File: config.mk
export PLATFORM = sky130hd
export DESIGN_NAME = fpu_fmac_sched
export DESIGN_NICKNAME = d
export VERILOG_FILES = /design/src/rtl/fpu_fmac_sched.sv
export SDC_FILE = /design/constraint.sdc
export NUM_CORES = 1
export LEC_CHECK = 0
export BUFFER_PORTS_ARGS = -buffer_cell sky130_fd_sc_hd__buf_2
export CORE_AREA = 2 2 161 163
export DETAILED_ROUTE_END_ITERATION = 16
export DIE_AREA = 0 0 163 165
export HOLD_SLACK_MARGIN = 0.1
export PLACE_DENSITY = 0.56
export SYNTH_ARGS = -nofsm -noshare
export SYNTH_HDL_FRONTEND = slang
export SYNTH_SLANG_ARGS = --single-unit
File: constraint.sdc
create_clock -name Clk_CI -period 2.7 [get_ports Clk_CI]
set_input_delay 0.54 -clock Clk_CI [delete_from_list [all_inputs] [get_ports Clk_CI]]
set_output_delay 0.54 -clock Clk_CI [all_outputs]
set_load 0.01 [all_outputs]
File: src/rtl/fpu_fmac_sched.sv
// fpu_fmac_sched: two-requester front end for a fixed-latency FMAC datapath.
// Round-robin arbitration, one-cycle issue register, {valid,id} tag pipeline
// that tracks ops through the datapath, per-requester result registers,
// outstanding-op limits and an IDLE/RUN/DRAIN flush FSM.
// Optional feature: define FPU_FMAC_SCHED_STALL_CNT_EN to add the saturating
// 16-bit Stall_Cnt_DO output (cycles with a pending request and no accept).
module fpu_fmac_sched #(
    parameter int C_LATENCY   = 3,
    parameter int C_MAX_OUTST = 4,
    parameter int C_FMAC_RM   = 3
) (
    input  logic                 Clk_CI,
    input  logic                 Rst_RI,
    input  logic                 Req0_Valid_SI,
    output logic                 Req0_Ready_SO,
    input  logic [31:0]          Req0_OpA_DI,
    input  logic [31:0]          Req0_OpB_DI,
    input  logic [31:0]          Req0_OpC_DI,
    input  logic [C_FMAC_RM-1:0] Req0_RM_DI,
    input  logic                 Req1_Valid_SI,
    output logic                 Req1_Ready_SO,
    input  logic [31:0]          Req1_OpA_DI,
    input  logic [31:0]          Req1_OpB_DI,
    input  logic [31:0]          Req1_OpC_DI,
    input  logic [C_FMAC_RM-1:0] Req1_RM_DI,
    output logic                 Res0_Valid_SO,
    output logic [31:0]          Res0_Result_DO,
    output logic [2:0]           Res0_Flags_DO,
    output logic                 Res1_Valid_SO,
    output logic [31:0]          Res1_Result_DO,
    output logic [2:0]           Res1_Flags_DO,
    output logic                 Fmac_Valid_SO,
    output logic [31:0]          Fmac_OpA_DO,
    output logic [31:0]          Fmac_OpB_DO,
    output logic [31:0]          Fmac_OpC_DO,
    output logic [C_FMAC_RM-1:0] Fmac_RM_DO,
    input  logic                 Fmac_Valid_SI,
    input  logic [31:0]          Fmac_Result_DI,
    input  logic [2:0]           Fmac_Flags_DI,
    input  logic                 Flush_SI,
    output logic                 Busy_SO,
    output logic                 Err_SO
`ifdef FPU_FMAC_SCHED_STALL_CNT_EN
    ,
    output logic [15:0]          Stall_Cnt_DO
`endif
);

    typedef enum logic [1:0] {
        IDLE  = 2'd0,
        RUN   = 2'd1,
        DRAIN = 2'd2
    } state_t;

    localparam logic [3:0] MAX_OUTST = 4'(C_MAX_OUTST);

    state_t               state_q, state_d;
    logic                 ptr_q, ptr_d;
    logic [3:0]           outst0_q, outst0_d;
    logic [3:0]           outst1_q, outst1_d;
    logic                 err_q, err_d;

    logic                 fmac_valid_q, fmac_valid_d;
    logic                 fmac_id_q, fmac_id_d;
    logic [31:0]          fmac_opa_q, fmac_opa_d;
    logic [31:0]          fmac_opb_q, fmac_opb_d;
    logic [31:0]          fmac_opc_q, fmac_opc_d;
    logic [C_FMAC_RM-1:0] fmac_rm_q, fmac_rm_d;

    logic [C_LATENCY-1:0] tag_vld_q, tag_vld_d;
    logic [C_LATENCY-1:0] tag_id_q, tag_id_d;

    logic                 res0_valid_q, res0_valid_d;
    logic [31:0]          res0_result_q, res0_result_d;
    logic [2:0]           res0_flags_q, res0_flags_d;
    logic                 res1_valid_q, res1_valid_d;
    logic [31:0]          res1_result_q, res1_result_d;
    logic [2:0]           res1_flags_q, res1_flags_d;

    logic elig0, elig1, gnt0, gnt1, accept;
    logic tail_vld, tail_id, deliver, pipe_empty;

    // Arbitration: a result leaving this cycle frees a slot immediately, so a
    // full requester may re-issue in the same cycle its result pulses.
    always_comb begin
        elig0 = Req0_Valid_SI && ((outst0_q < MAX_OUTST) || res0_valid_q) &&
                (state_q != DRAIN) && !Flush_SI && !Rst_RI;
        elig1 = Req1_Valid_SI && ((outst1_q < MAX_OUTST) || res1_valid_q) &&
                (state_q != DRAIN) && !Flush_SI && !Rst_RI;
        gnt0   = elig0 && (!elig1 || !ptr_q);
        gnt1   = elig1 && (!elig0 || ptr_q);
        accept = gnt0 || gnt1;
        ptr_d  = accept ? gnt0 : ptr_q;
    end

    // Issue register: capture the granted operands, hold them otherwise.
    always_comb begin
        fmac_valid_d = accept;
        fmac_id_d    = gnt1;
        fmac_opa_d   = fmac_opa_q;
        fmac_opb_d   = fmac_opb_q;
        fmac_opc_d   = fmac_opc_q;
        fmac_rm_d    = fmac_rm_q;
        if (gnt0) begin
            fmac_opa_d = Req0_OpA_DI;
            fmac_opb_d = Req0_OpB_DI;
            fmac_opc_d = Req0_OpC_DI;
            fmac_rm_d  = Req0_RM_DI;
        end else if (gnt1) begin
            fmac_opa_d = Req1_OpA_DI;
            fmac_opb_d = Req1_OpB_DI;
            fmac_opc_d = Req1_OpC_DI;
            fmac_rm_d  = Req1_RM_DI;
        end
    end

    // Tag pipeline follows the issued op; its tail lines up with Fmac_Valid_SI.
    always_comb begin
        tag_vld_d    = '0;
        tag_id_d     = '0;
        tag_vld_d[0] = fmac_valid_q;
        tag_id_d[0]  = fmac_id_q;
        for (int i = 1; i < C_LATENCY; i++) begin
            tag_vld_d[i] = tag_vld_q[i-1];
            tag_id_d[i]  = tag_id_q[i-1];
        end
    end

    // Result routing by tail tag; any valid/tag disagreement is a sticky error.
    always_comb begin
        tail_vld      = tag_vld_q[C_LATENCY-1];
        tail_id       = tag_id_q[C_LATENCY-1];
        deliver       = Fmac_Valid_SI && tail_vld;
        err_d         = err_q || (Fmac_Valid_SI != tail_vld);
        res0_valid_d  = deliver && !tail_id;
        res1_valid_d  = deliver && tail_id;
        res0_result_d = res0_valid_d ? Fmac_Result_DI : res0_result_q;
        res0_flags_d  = res0_valid_d ? Fmac_Flags_DI  : res0_flags_q;
        res1_result_d = res1_valid_d ? Fmac_Result_DI : res1_result_q;
        res1_flags_d  = res1_valid_d ? Fmac_Flags_DI  : res1_flags_q;
    end

    // Outstanding counters: accept and result in the same cycle cancel out.
    always_comb begin
        outst0_d = outst0_q;
        outst1_d = outst1_q;
        if (gnt0 && !res0_valid_q && (outst0_q != 4'hF))
            outst0_d = outst0_q + 4'd1;
        else if (!gnt0 && res0_valid_q && (outst0_q != 4'h0))
            outst0_d = outst0_q - 4'd1;
        if (gnt1 && !res1_valid_q && (outst1_q != 4'hF))
            outst1_d = outst1_q + 4'd1;
        else if (!gnt1 && res1_valid_q && (outst1_q != 4'h0))
            outst1_d = outst1_q - 4'd1;
    end

    // Next-state logic; "empty" uses post-update counters so the FSM can go
    // idle in the cycle right after the last result pulse.
    always_comb begin
        pipe_empty = (outst0_d == 4'd0) && (outst1_d == 4'd0) &&
                     !fmac_valid_q && (tag_vld_q == '0);
        state_d = state_q;
        case (state_q)
            IDLE: begin
                if (Flush_SI)    state_d = DRAIN;
                else if (accept) state_d = RUN;
            end
            RUN: begin
                if (Flush_SI)                    state_d = DRAIN;
                else if (!accept && pipe_empty)  state_d = IDLE;
            end
            DRAIN: begin
                if (!Flush_SI && pipe_empty) state_d = IDLE;
            end
            default: state_d = IDLE;
        endcase
    end

    // Control state registers.
    always_ff @(posedge Clk_CI) begin
        if (Rst_RI) begin
            state_q  <= IDLE;
            ptr_q    <= 1'b0;
            outst0_q <= '0;
            outst1_q <= '0;
            err_q    <= 1'b0;
            tag_vld_q <= '0;
            tag_id_q  <= '0;
        end else begin
            state_q  <= state_d;
            ptr_q    <= ptr_d;
            outst0_q <= outst0_d;
            outst1_q <= outst1_d;
            err_q    <= err_d;
            tag_vld_q <= tag_vld_d;
            tag_id_q  <= tag_id_d;
        end
    end

    // Datapath-facing and requester-facing registers.
    always_ff @(posedge Clk_CI) begin
        if (Rst_RI) begin
            fmac_valid_q  <= 1'b0;
            fmac_id_q     <= 1'b0;
            fmac_opa_q    <= '0;
            fmac_opb_q    <= '0;
            fmac_opc_q    <= '0;
            fmac_rm_q     <= '0;
            res0_valid_q  <= 1'b0;
            res0_result_q <= '0;
            res0_flags_q  <= '0;
            res1_valid_q  <= 1'b0;
            res1_result_q <= '0;
            res1_flags_q  <= '0;
        end else begin
            fmac_valid_q  <= fmac_valid_d;
            fmac_id_q     <= fmac_id_d;
            fmac_opa_q    <= fmac_opa_d;
            fmac_opb_q    <= fmac_opb_d;
            fmac_opc_q    <= fmac_opc_d;
            fmac_rm_q     <= fmac_rm_d;
            res0_valid_q  <= res0_valid_d;
            res0_result_q <= res0_result_d;
            res0_flags_q  <= res0_flags_d;
            res1_valid_q  <= res1_valid_d;
            res1_result_q <= res1_result_d;
            res1_flags_q  <= res1_flags_d;
        end
    end

`ifdef FPU_FMAC_SCHED_STALL_CNT_EN
    logic [15:0] stall_cnt_q, stall_cnt_d;

    // Count cycles where someone wants to issue but nothing is accepted.
    always_comb begin
        stall_cnt_d = stall_cnt_q;
        if ((Req0_Valid_SI || Req1_Valid_SI) && !accept && (stall_cnt_q != 16'hFFFF))
            stall_cnt_d = stall_cnt_q + 16'd1;
    end

    // Stall counter register.
    always_ff @(posedge Clk_CI) begin
        if (Rst_RI) stall_cnt_q <= '0;
        else        stall_cnt_q <= stall_cnt_d;
    end

    assign Stall_Cnt_DO = stall_cnt_q;
`endif

    assign Req0_Ready_SO  = gnt0;
    assign Req1_Ready_SO  = gnt1;
    assign Fmac_Valid_SO  = fmac_valid_q;
    assign Fmac_OpA_DO    = fmac_opa_q;
    assign Fmac_OpB_DO    = fmac_opb_q;
    assign Fmac_OpC_DO    = fmac_opc_q;
    assign Fmac_RM_DO     = fmac_rm_q;
    assign Res0_Valid_SO  = res0_valid_q;
    assign Res0_Result_DO = res0_result_q;
    assign Res0_Flags_DO  = res0_flags_q;
    assign Res1_Valid_SO  = res1_valid_q;
    assign Res1_Result_DO = res1_result_q;
    assign Res1_Flags_DO  = res1_flags_q;
    assign Busy_SO        = (state_q != IDLE);
    assign Err_SO         = err_q;

endmodule

* Word-level counts from Yosys, hierarchy flattened
Cells that the tools add are included.
** Word-level totals
- Bits in latches :: 0
- Bits of input ports :: 239
- Memories kept :: 0
- Register bits :: 191
- Logic and storage cells :: 105
- Memory bits (writable) :: 0
- Memory bits (read-only) :: 0
- Output and inout port bits :: 176
** Cells by class
- Divide/modulo/power cells :: 0
- $mul :: 0
- Muxes and demuxes :: 18
- Order comparisons :: 2
- Reductions and logical operators :: 53
- Shift operators :: 0
- Add/sub/neg operators :: 4
- Equal/unequal tests :: 9
- Bitwise operators :: 0
** Operators with widths (number)
- 2-to-1 mux 32 bit :: 6
- logical AND 1 bit :: 26
- 2-to-1 mux 4 bit :: 4
- zero test 1 bit :: 12
- 2-to-1 mux 2 bit :: 5
- adder 4 x 1 -> 4 bit (second input constant) :: 2
- zero test 4 bit :: 2
- less-than comparator 4 x 3 -> 1 bit (second input constant) :: 2
- inequality test 4 bit (second input constant) :: 2
- nonzero test 4 bit :: 2
- subtractor 4 x 1 -> 4 bit (second input constant) :: 2
- logical OR 1 bit :: 6
- 2-to-1 mux 3 bit :: 2
- inequality test 3 bit (second input constant) :: 2
- one-hot mux 2 bit (3 select lines) :: 1
- inequality test 2 bit (second input constant) :: 2
- nonzero test 2 bit :: 2
- zero test 3 bit :: 1
- AND reduction 3 bit :: 1
- == test 2 x 1 -> 1 bit (second input constant) :: 1
- == test 2 bit (second input constant) :: 1
- zero test 2 bit :: 1
- inequality test 1 bit :: 1

* Longest topological paths before layout
Gate-level depths: netlist (run 1).
- Word-level depth :: 22
- Mapped depth :: 9
- Mapped depth without buffers :: 8

* Worst setup path after synthesis (run 1)
OpenSTA, ideal clock, no wires.
- Path type :: input-to-reg
- Start :: input Rst_RI
- End :: register state_q[0]
- Arrival time :: 2.147 ns
- Stages on the path :: 7
- Setup slack :: 0.412 ns
- Required time :: 2.559 ns
- Buffers on the path :: 1
- Path through :: buf_2 > nor2_4 > o2111a_4 > mux2_4 > or4b_4 > a2111oi_4 > a2111oi_2
** Between the ends
- Longest elaborated chain between the ends :: 17
** Ends and longest elaborated chain
- start: declaration :: line 13 : input logic Rst_RI,
- zero test 1 bit :: line 87, 89
- logical AND 1 bit, on equally long branches :: line 89, 87
- zero test 1 bit, on equally long branches :: line 90, 91
- logical OR 1 bit, on equally long branches :: line 90, 91
- logical AND 1 bit, on equally long branches :: line 90, 91
- zero test 1 bit, on equally long branches :: line 149, 153
- logical AND 1 bit, on equally long branches (2 in series) :: line 149, 153
- 2-to-1 mux 4 bit, on equally long branches :: line 149, 153
- 2-to-1 mux 4 bit, on equally long branches :: line 147, 151
- zero test 4 bit :: line 160 : pipe_empty = (outst0_d == 4'd0) && (outst1_d == 4'd0) &&
- logical AND 1 bit (2 in series) :: line 160
- logical AND 1 bit :: line 161 : !fmac_valid_q && (tag_vld_q == '0);
- logical AND 1 bit, on equally long branches :: line 170, 173
- inequality test 3 bit (no source line) / inequality test 2 bit (equally long branches)
- AND reduction 3 bit (no source line)
- end signal: assignment :: line 190 : state_q <= state_d;
- end: declaration :: line 57 : state_t state_q, state_d;
Parallel ways exist; a longest one is shown, timed or not.
A chain may end at the register's enable or synchronous reset.

* Worst setup path in the final report (run 1)
- Start :: register outst0_q[0]
- End :: register state_q[0]
** Between the ends
- Longest elaborated chain between the ends :: 21
** Ends and longest elaborated chain
- start: declaration :: line 59 : logic [3:0] outst0_q, outst0_d;
- start signal: assignment :: line 192 : outst0_q <= outst0_d;
- less-than comparator 4 x 3 -> 1 bit :: line 86 : elig0 = Req0_Valid_SI && ((outst0_q < MAX_OUTST) || res0_valid_q) &&
- logical OR 1 bit :: line 86
- logical AND 1 bit (2 in series) :: line 86
- logical AND 1 bit (2 in series) :: line 87 : (state_q != DRAIN) && !Flush_SI && !Rst_RI;
- zero test 1 bit :: line 91 : gnt1 = elig1 && (!elig0 || ptr_q);
- logical OR 1 bit :: line 91
- logical AND 1 bit :: line 91
- zero test 1 bit :: line 153 : else if (!gnt1 && res1_valid_q && (outst1_q != 4'h0))
- logical AND 1 bit (2 in series) :: line 153
- 2-to-1 mux 4 bit :: line 153
- 2-to-1 mux 4 bit :: line 151 : if (gnt1 && !res1_valid_q && (outst1_q != 4'hF))
- zero test 4 bit :: line 160
- logical AND 1 bit (2 in series) :: line 160
- logical AND 1 bit :: line 161
- logical AND 1 bit, on equally long branches :: line 170, 173
- inequality test 3 bit (no source line) / inequality test 2 bit (equally long branches)
- AND reduction 3 bit (no source line) *
Every way passes the cells marked *; elsewhere a longest branch is shown, timed or not.

==> results of run 1 <==
-- worst min-delay path, cell delays in order --
cell     delay, ns
buf_2         0.11
nand2_1       0.05
a21oi_1       0.05
-- flip-flops by register name, indices dropped and copies added, names as in the netlist --
signal          flops
Res1_Valid_SO       1
Err_SO              1
Fmac_Valid_SO       1
ptr_q               1
tag_vld_q           3
Fmac_OpC_DO        32
fmac_id_q           1
outst1_q            4
Res1_Flags_DO       3
tag_id_q            3
Fmac_RM_DO          3
Res0_Result_DO     32
Fmac_OpA_DO        32
state_q             2
Fmac_OpB_DO        32
Res0_Flags_DO       3
outst0_q            4
Res0_Valid_SO       1
Res1_Result_DO     32
-- power by group through the flow --
| stage | Clock [mW] | Combinational, mW | Sequential, mW |
|---|---|---|---|
| floorplan | 0 | 0.332 | 3.13 |
| global route | 2.69 | 0.882 | 3.03 |
| finish | 2.51 | 0.799 | 3.01 |
| global placement | 0 | 0.806 | 3.07 |
| detailed placement | 0 | 0.808 | 3.07 |
| CTS | 2.59 | 0.810 | 3.01 |
-- routing by layer --
layer | up-vias | track usage | wire [um]
li1 | 3844 | - | -
met1 | 3577 | 0.229 | 11000
met2 | 309 | 0.336 | 13700
met3 | 28 | 0.0811 | 2610
met4 | 8 | 0.0527 | 265
met5 | - | 0 | 58
-- through the flow --
step           total power [mW]  hold slack, ns
2_1_floorplan              3.46           0.414
3_3_place_gp               3.88           0.420
3_5_place_dp               3.88           0.430
4_1_cts                    6.41           0.324
5_1_grt                    6.60           0.334
6_report                   6.32           0.345
-- Yosys cell counts, types with 6 or more instances --
| library cell | number | area share |
|---|---|---|
| a21oi_1 | 80 | 0.050 |
| buf_1 | 11 | 0.0052 |
| buf_2 | 13 | 0.0081 |
| clkbuf_1 | 47 | 0.022 |
| dfxtp_1 | 191 | 0.48 |
| inv_1 | 9 | 0.0042 |
| mux2i_1 | 100 | 0.12 |
| nand2_1 | 154 | 0.072 |
| nand2b_1 | 6 | 0.0047 |
| nand3b_1 | 100 | 0.094 |
| nor2_1 | 14 | 0.0066 |
| nor2b_1 | 9 | 0.0070 |
| o21ai_0 | 104 | 0.065 |
-- worst paths after layout --
path	start	end	slack, ns	cells after the start
worst max-delay path	outst0_q[0]	state_q[0]	0.26	8
worst min-delay path	Fmac_Result_DI[26]	Res1_Result_DO[26]	0.35	3
worst max register to register	outst0_q[0]	state_q[0]	0.26	8
worst min register to register	fmac_id_q	tag_id_q[0]	0.45	1
-- cell type report --
cell class / count / area (um2)
Antenna cell: 2 / 5.00
Tap cell: 330 / 413
Sequential cell: 191 / 3820
Inverter: 9 / 33.8
Clock buffer: 18 / 429
Fill cell: 2540 / 14100
Multi-Input combinational cell: 620 / 3890
Clock inverter: 14 / 145
Timing Repair Buffer: 429 / 2240
-- kinds of logic after synthesis --
| group | count (synthesis) | share of synthesized area |
|---|---|---|
| XOR/XNOR | 2 | 0.00219 |
| flip-flops | 191 | 0.477 |
| multiplexers | 102 | 0.128 |
| adder cells (fa/ha/maj) | 5 | 0.00780 |
| AND/OR/NAND/NOR | 309 | 0.206 |
| AO/OA/AOI/OAI | 202 | 0.139 |
| buffers and inverters | 80 | 0.0395 |
==> results_tabular.tex, run 1 <==
\begin{tabular}{lr}
\hline
Metric & Value \\
\hline
\multicolumn{2}{l}{\textbf{Timing}} \\
Slew at the pin closest to its max-slew limit & 0.760 ns \\
Unrepaired setup endpoints after global routing & no \\
Final Skew & 0.0145 ns \\
Shortest period the worst path allows & 2.44 ns \\
Headroom to the max-slew limit & 0.493 \\
Number of hold violations in the final report & 0 \\
Max Slew Vio Count & 0 \\
Period utilization & 0.904 \\
Highest achievable clock rate & 410 MHz \\
Setup violation total in the final timing report & 0 \\
Setup TNS after final layout & 0 ns \\
Setup ws final & 0.259 ns \\
\multicolumn{2}{l}{\textbf{Cells and area}} \\
Share of layout cells above drive strength 1 & 0.370 \\
Syn-to-layout area delta & 37.0\% \\
Cell area after layout & 11000 um2 \\
Final standard cell count with taps included and fillers excluded & 1613 \\
Most frequent cells in the layout & buf\_2 (413), dfxtp\_1 (191), nand2\_1 (154) \\
Most common cell after layout, fill and taps aside & buf\_2 \\
Nets & 1512 \\
Util after Layout & 0.439 \\
\multicolumn{2}{l}{\textbf{Routing}} \\
Sum of routed wire length over all layers & 27.6 mm \\
Total iterations of the first detailed-routing run & 5 \\
Residual DRC & 0 \\
ANT nets after route & 0 \\
Mean number of vias per cell & 4.81 \\
Routed wire per std cell & 17.1 um \\
Count of routing violations after the opening detailed-route iteration & 591 \\
Via total after detailed routing & 7766 \\
\multicolumn{2}{l}{\textbf{Worst setup path}} \\
List of cells traversed by the critical path & inv\_1 -> ha\_1 -> or3b\_1 -> a21boi\_0 -> a311oi\_1 -> or4b\_4 -> a2111oi\_4 -> a2111oi\_2 \\
Critical path fanouts, max & 6 \\
Data arrival time at the worst-slack endpoint & 2.75 ns \\
Critical Path RT & 3.01 ns \\
Startpoint class of the critical path & flop \\
Setup Crit Path Kind & reg2reg \\
Cell family with most CP delay & simple AND/OR/NAND/NOR gates \\
Highest-delay cell along the critical path & or4b\_4 \\
Endpoint kind of the worst setup timing path & flop \\
Crit path buffers/inverters & 1 \\
Delay of the slowest cell on the worst path & 0.55 ns \\
\multicolumn{2}{l}{\textbf{Global routing}} \\
Total global routing overflow & 0 \\
Maximum number of pins on one net before global-route repair & 189 \\
Aggregate global-route resource usage & 0.197 \\
Wire length of the first global-routing pass & 40.8 mm \\
Initial antenna violation count & 7 \\
Via count of the first global-routing pass & 7244 \\
\multicolumn{2}{l}{\textbf{Placement}} \\
Pre-CTS setup slack & 0.251 ns \\
Port Buffers & 414 \\
Instance count after placement with tap cells included & 1579 \\
Placement-stage cell area & 10400 um2 \\
Dpl hpwl & 20.3 mm \\
Routability cong. & 0.812 \\
\multicolumn{2}{l}{\textbf{Pwr}} \\
Leakage power total & 5.49 nW \\
Sw Pwr & 1.76 mW \\
Sequential fraction of design power & 0.477 \\
Worst ir drop on vdd & 0.324 mV \\
Combinational share of power & 0.126 \\
Switching share of power & 0.279 \\
Power per unit of standard cell area & 576 nW/um2 \\
Internal Power & 4.56 mW \\
Clock network fraction of total power & 0.397 \\
\multicolumn{2}{l}{\textbf{Synth}} \\
Count of mapped cells out of synthesis & 891 \\
Cell area after synthesis & 8020 um2 \\
Total of flip-flops plus latches after synthesis & 191 \\
Warning count from the yosys run & 0 \\
Average size of a mapped cell & 9.00 um2 \\
EDFF count, synth & 0 \\
Share of synthesized flip-flops with an asynchronous set or reset & 0 \\
Share of synthesized area occupied by flip-flops and latches & 0.477 \\
Post-synth net total & 1135 \\
Prevailing post-synth register cell & dfxtp\_1 \\
Post-synth cell types & 46 \\
\multicolumn{2}{l}{\textbf{Clock network}} \\
Hold buffers post-CTS & 0 \\
Post-CTS Resized & 0 \\
Number of sinks handled by clock tree synthesis & 191 \\
Root Buffer & clkbuf\_16 \\
Clock-pin slew on the worst setup and hold paths & 0.08 ns \\
Post-CTS setup buffer count & 0 \\
Clock tree from TritonCTS & done \\
Clock latency on the worst-skew pair & 0.44 ns \\
Deepest clock path buffer count & 2 \\
H-tree depth & 4 \\
Total CTS buffers & 17 \\
\multicolumn{2}{l}{\textbf{Floorplanning}} \\
Area of the core & 25000 um2 \\
Num rows & 58 \\
Die Span Y & 165 um \\
Die Span X & 163 um \\
Top-Level Pins & 415 \\
Effective utilization at floorplan & 0.320 \\
Total die area & 26900 um2 \\
\multicolumn{2}{l}{\textbf{Flow run}} \\
Max Cap Violations & 0 \\
\multicolumn{2}{l}{\textbf{Outcome}} \\
Status & complete, no violations \\
\multicolumn{2}{l}{\textbf{Min path}} \\
Hold Crit Class & in2reg \\
\hline
\end{tabular}
Power figures use the tool's default switching activity.
==> run 2: changes to the inputs <==
--- a/config.mk
+++ b/config.mk
@@ -6,11 +6,12 @@
 export NUM_CORES = 1
 export LEC_CHECK = 0
 export BUFFER_PORTS_ARGS = -buffer_cell sky130_fd_sc_hd__buf_2
-export CORE_AREA = 2 2 161 163
+export CORE_AREA = 2 2 159 161
+export CTS_BUF_LIST = sky130_fd_sc_hd__clkbuf_8
 export DETAILED_ROUTE_END_ITERATION = 16
-export DIE_AREA = 0 0 163 165
+export DIE_AREA = 0 0 161 163
 export HOLD_SLACK_MARGIN = 0.1
-export PLACE_DENSITY = 0.56
+export PLACE_DENSITY = 0.57
 export SYNTH_ARGS = -nofsm -noshare
 export SYNTH_HDL_FRONTEND = slang
 export SYNTH_SLANG_ARGS = --single-unit
==> run 2 against run 1 <==
Effect of this change:
- maximum frequency decreased by 1.4%
- wire length decreased by 2.4%
- sequential power about the same
- die area decreased by 2.4%
- sequential share of layout area increased by 0.57 points
- register-to-register slack got worse by 0.03 ns
- first-iteration DRC count decreased by 16%
- global-route usage decreased by 0.093 points
- clock power decreased by 27%
- clock skew increased by 0.011 ns
- non-clock buffer count increased by 5
- combinational power increased by 0.8%
- critical endpoint is now Req0_Ready_SO
- highest routed layer unchanged
==> results_tabular.tex, run 2 (same netlist as run 1, synthesis figures left out) <==
\begin{tabular}{lr}
\hline
Metric & Value \\
\hline
\multicolumn{2}{l}{\textbf{Worst setup path}} \\
Data arrival time at the worst-slack endpoint & 1.94 ns \\
Startpoint of the most critical setup path & Res1\_Valid\_SO \\
Setup Crit Path Kind & reg2out \\
Setup slack on the worst flop-to-flop path & 0.23 ns \\
Critical Path RT & 2.16 ns \\
Endpoint kind of the worst setup timing path & output pin \\
Critical path fanouts, max & 12 \\
FF-to-FF Start & outst0\_q[0] \\
Startpoint class of the critical path & flop \\
\multicolumn{2}{l}{\textbf{Pwr}} \\
Switching share of power & 0.286 \\
Sequential fraction of design power & 0.534 \\
Worst ir drop on vdd & 0.237 mV \\
Power per unit of standard cell area & 522 nW/um2 \\
Sw Pwr & 1.61 mW \\
Leakage power total & 5.41 nW \\
Combinational share of power & 0.143 \\
Clock network fraction of total power & 0.323 \\
Internal Power & 4.03 mW \\
\multicolumn{2}{l}{\textbf{Timing}} \\
Period utilization & 0.917 \\
Slew at the pin closest to its max-slew limit & 0.940 ns \\
Final Skew & 0.0252 ns \\
Setup TNS after final layout & 0 ns \\
Setup violation total in the final timing report & 0 \\
Shortest period the worst path allows & 2.48 ns \\
Highest achievable clock rate & 404 MHz \\
Unrepaired setup endpoints after global routing & no \\
Setup ws final & 0.224 ns \\
Number of hold violations in the final report & 0 \\
Max Slew Vio Count & 0 \\
Headroom to the max-slew limit & 0.373 \\
\multicolumn{2}{l}{\textbf{Clock network}} \\
Post-CTS setup buffer count & 0 \\
Root Buffer & clkbuf\_8 \\
Number of sinks handled by clock tree synthesis & 191 \\
Total CTS buffers & 17 \\
Hold buffers post-CTS & 0 \\
Post-CTS Resized & 0 \\
Clock latency on the worst-skew pair & 0.46 ns \\
Clock tree from TritonCTS & done \\
Clock-pin slew on the worst setup and hold paths & 0.11 ns \\
Deepest clock path buffer count & 2 \\
H-tree depth & 4 \\
\multicolumn{2}{l}{\textbf{Routing}} \\
Count of routing violations after the opening detailed-route iteration & 496 \\
Mean number of vias per cell & 4.77 \\
Total iterations of the first detailed-routing run & 5 \\
Sum of routed wire length over all layers & 27.0 mm \\
Via total after detailed routing & 7714 \\
ANT nets after route & 0 \\
Residual DRC & 0 \\
Routed wire per std cell & 16.7 um \\
\multicolumn{2}{l}{\textbf{Floorplanning}} \\
Effective utilization at floorplan & 0.325 \\
Die Span Y & 163 um \\
Num rows & 58 \\
Area of the core & 24700 um2 \\
Top-Level Pins & 415 \\
Die Span X & 161 um \\
Total die area & 26200 um2 \\
\multicolumn{2}{l}{\textbf{Flow run}} \\
Max Cap Violations & 0 \\
\multicolumn{2}{l}{\textbf{Global routing}} \\
Via count of the first global-routing pass & 7223 \\
Total global routing overflow & 0 \\
Met1 usage in global routing & 0.234 \\
Initial antenna violation count & 4 \\
Layer carrying the most global-route usage & met2 \\
Maximum number of pins on one net before global-route repair & 189 \\
Aggregate global-route resource usage & 0.196 \\
Met3 capacity usage during global routing & 0.0741 \\
Wire length of the first global-routing pass & 40.2 mm \\
Met2 Track Usage GR & 0.335 \\
\multicolumn{2}{l}{\textbf{Min path}} \\
Hold Crit Class & in2reg \\
Startpoint of the tightest hold check path & Fmac\_Result\_DI[22] \\
\multicolumn{2}{l}{\textbf{Placement}} \\
Placement-stage cell area & 10400 um2 \\
Pre-CTS setup slack & 0.259 ns \\
Port Buffers & 414 \\
Dpl hpwl & 20.2 mm \\
Routability cong. & 0.824 \\
Instance count after placement with tap cells included & 1584 \\
\multicolumn{2}{l}{\textbf{Outcome}} \\
Status & complete, no violations \\
\multicolumn{2}{l}{\textbf{Cells and area}} \\
Final standard cell count with taps included and fillers excluded & 1618 \\
Cell area after layout & 10800 um2 \\
Most frequent cells in the layout & buf\_2 (413), dfxtp\_1 (191), nand2\_1 (154) \\
Syn-to-layout area delta & 34.8\% \\
Nets & 1517 \\
Share of layout cells above drive strength 1 & 0.372 \\
Most common cell after layout, fill and taps aside & buf\_2 \\
\hline
\end{tabular}
## run 2: changes by cell type in the layout (fill, tap and decap cells not counted), sizes merged
cell and delta:
inv +2, clkinvlp +1, clkinv -4, buf +5
diode +1
## run 2: routing by layer
layer,share of wire,vias up
li1,-,3855
met1,0.41,3543
met2,0.48,300
met3,0.096,14
met4,0.0088,2
met5,0.00026,-
## run 2: path summary, 6_finish.rpt
kind                             end  cells after the start
setup / recovery       Req0_Ready_SO                      5
hold / removal    Res0_Result_DO[22]                      3
setup reg to reg          state_q[0]                      8
hold reg to reg          tag_id_q[2]                      1
## run 2: per-stage QoR
step                      utilization  power, mW  hold WS [ns]
final                           0.438       5.64         0.323
after detailed placement        0.423       3.89         0.422
after floorplan                     -       3.46         0.414
after global routing            0.438       5.92         0.281
after global placement          0.423       3.88         0.418
after CTS                       0.438       5.73         0.283
## run 2: area by class of cell
| cell class | count | area (um2) |
|---|---|---|
| Antenna cell | 3 | 7.51 |
| Clock buffer | 18 | 248 |
| Clock inverter | 13 | 121 |
| Fill cell | 2502 | 13900 |
| Inverter | 9 | 33.8 |
| Multi-Input combinational cell | 620 | 3890 |
| Sequential cell | 191 | 3820 |
| Tap cell | 330 | 413 |
| Timing Repair Buffer | 434 | 2260 |
## run 2: power by group through the flow
stage	combinational, mW	clock, mW	sequential (mW)
after floorplan	0.332	0	3.13
after global placement	0.811	0	3.07
after detailed placement	0.815	0	3.08
after CTS	0.817	1.90	3.01
after global routing	0.883	2.01	3.03
final	0.805	1.82	3.01
## run 2: worst max-delay path, stage by stage (launching register included)
cell and delay (ns):
dfxtp_1 0.53, o21ba_4 0.23, o2111a_4 0.34, nand2b_4 0.19
inv_1 0.06, buf_2 0.14
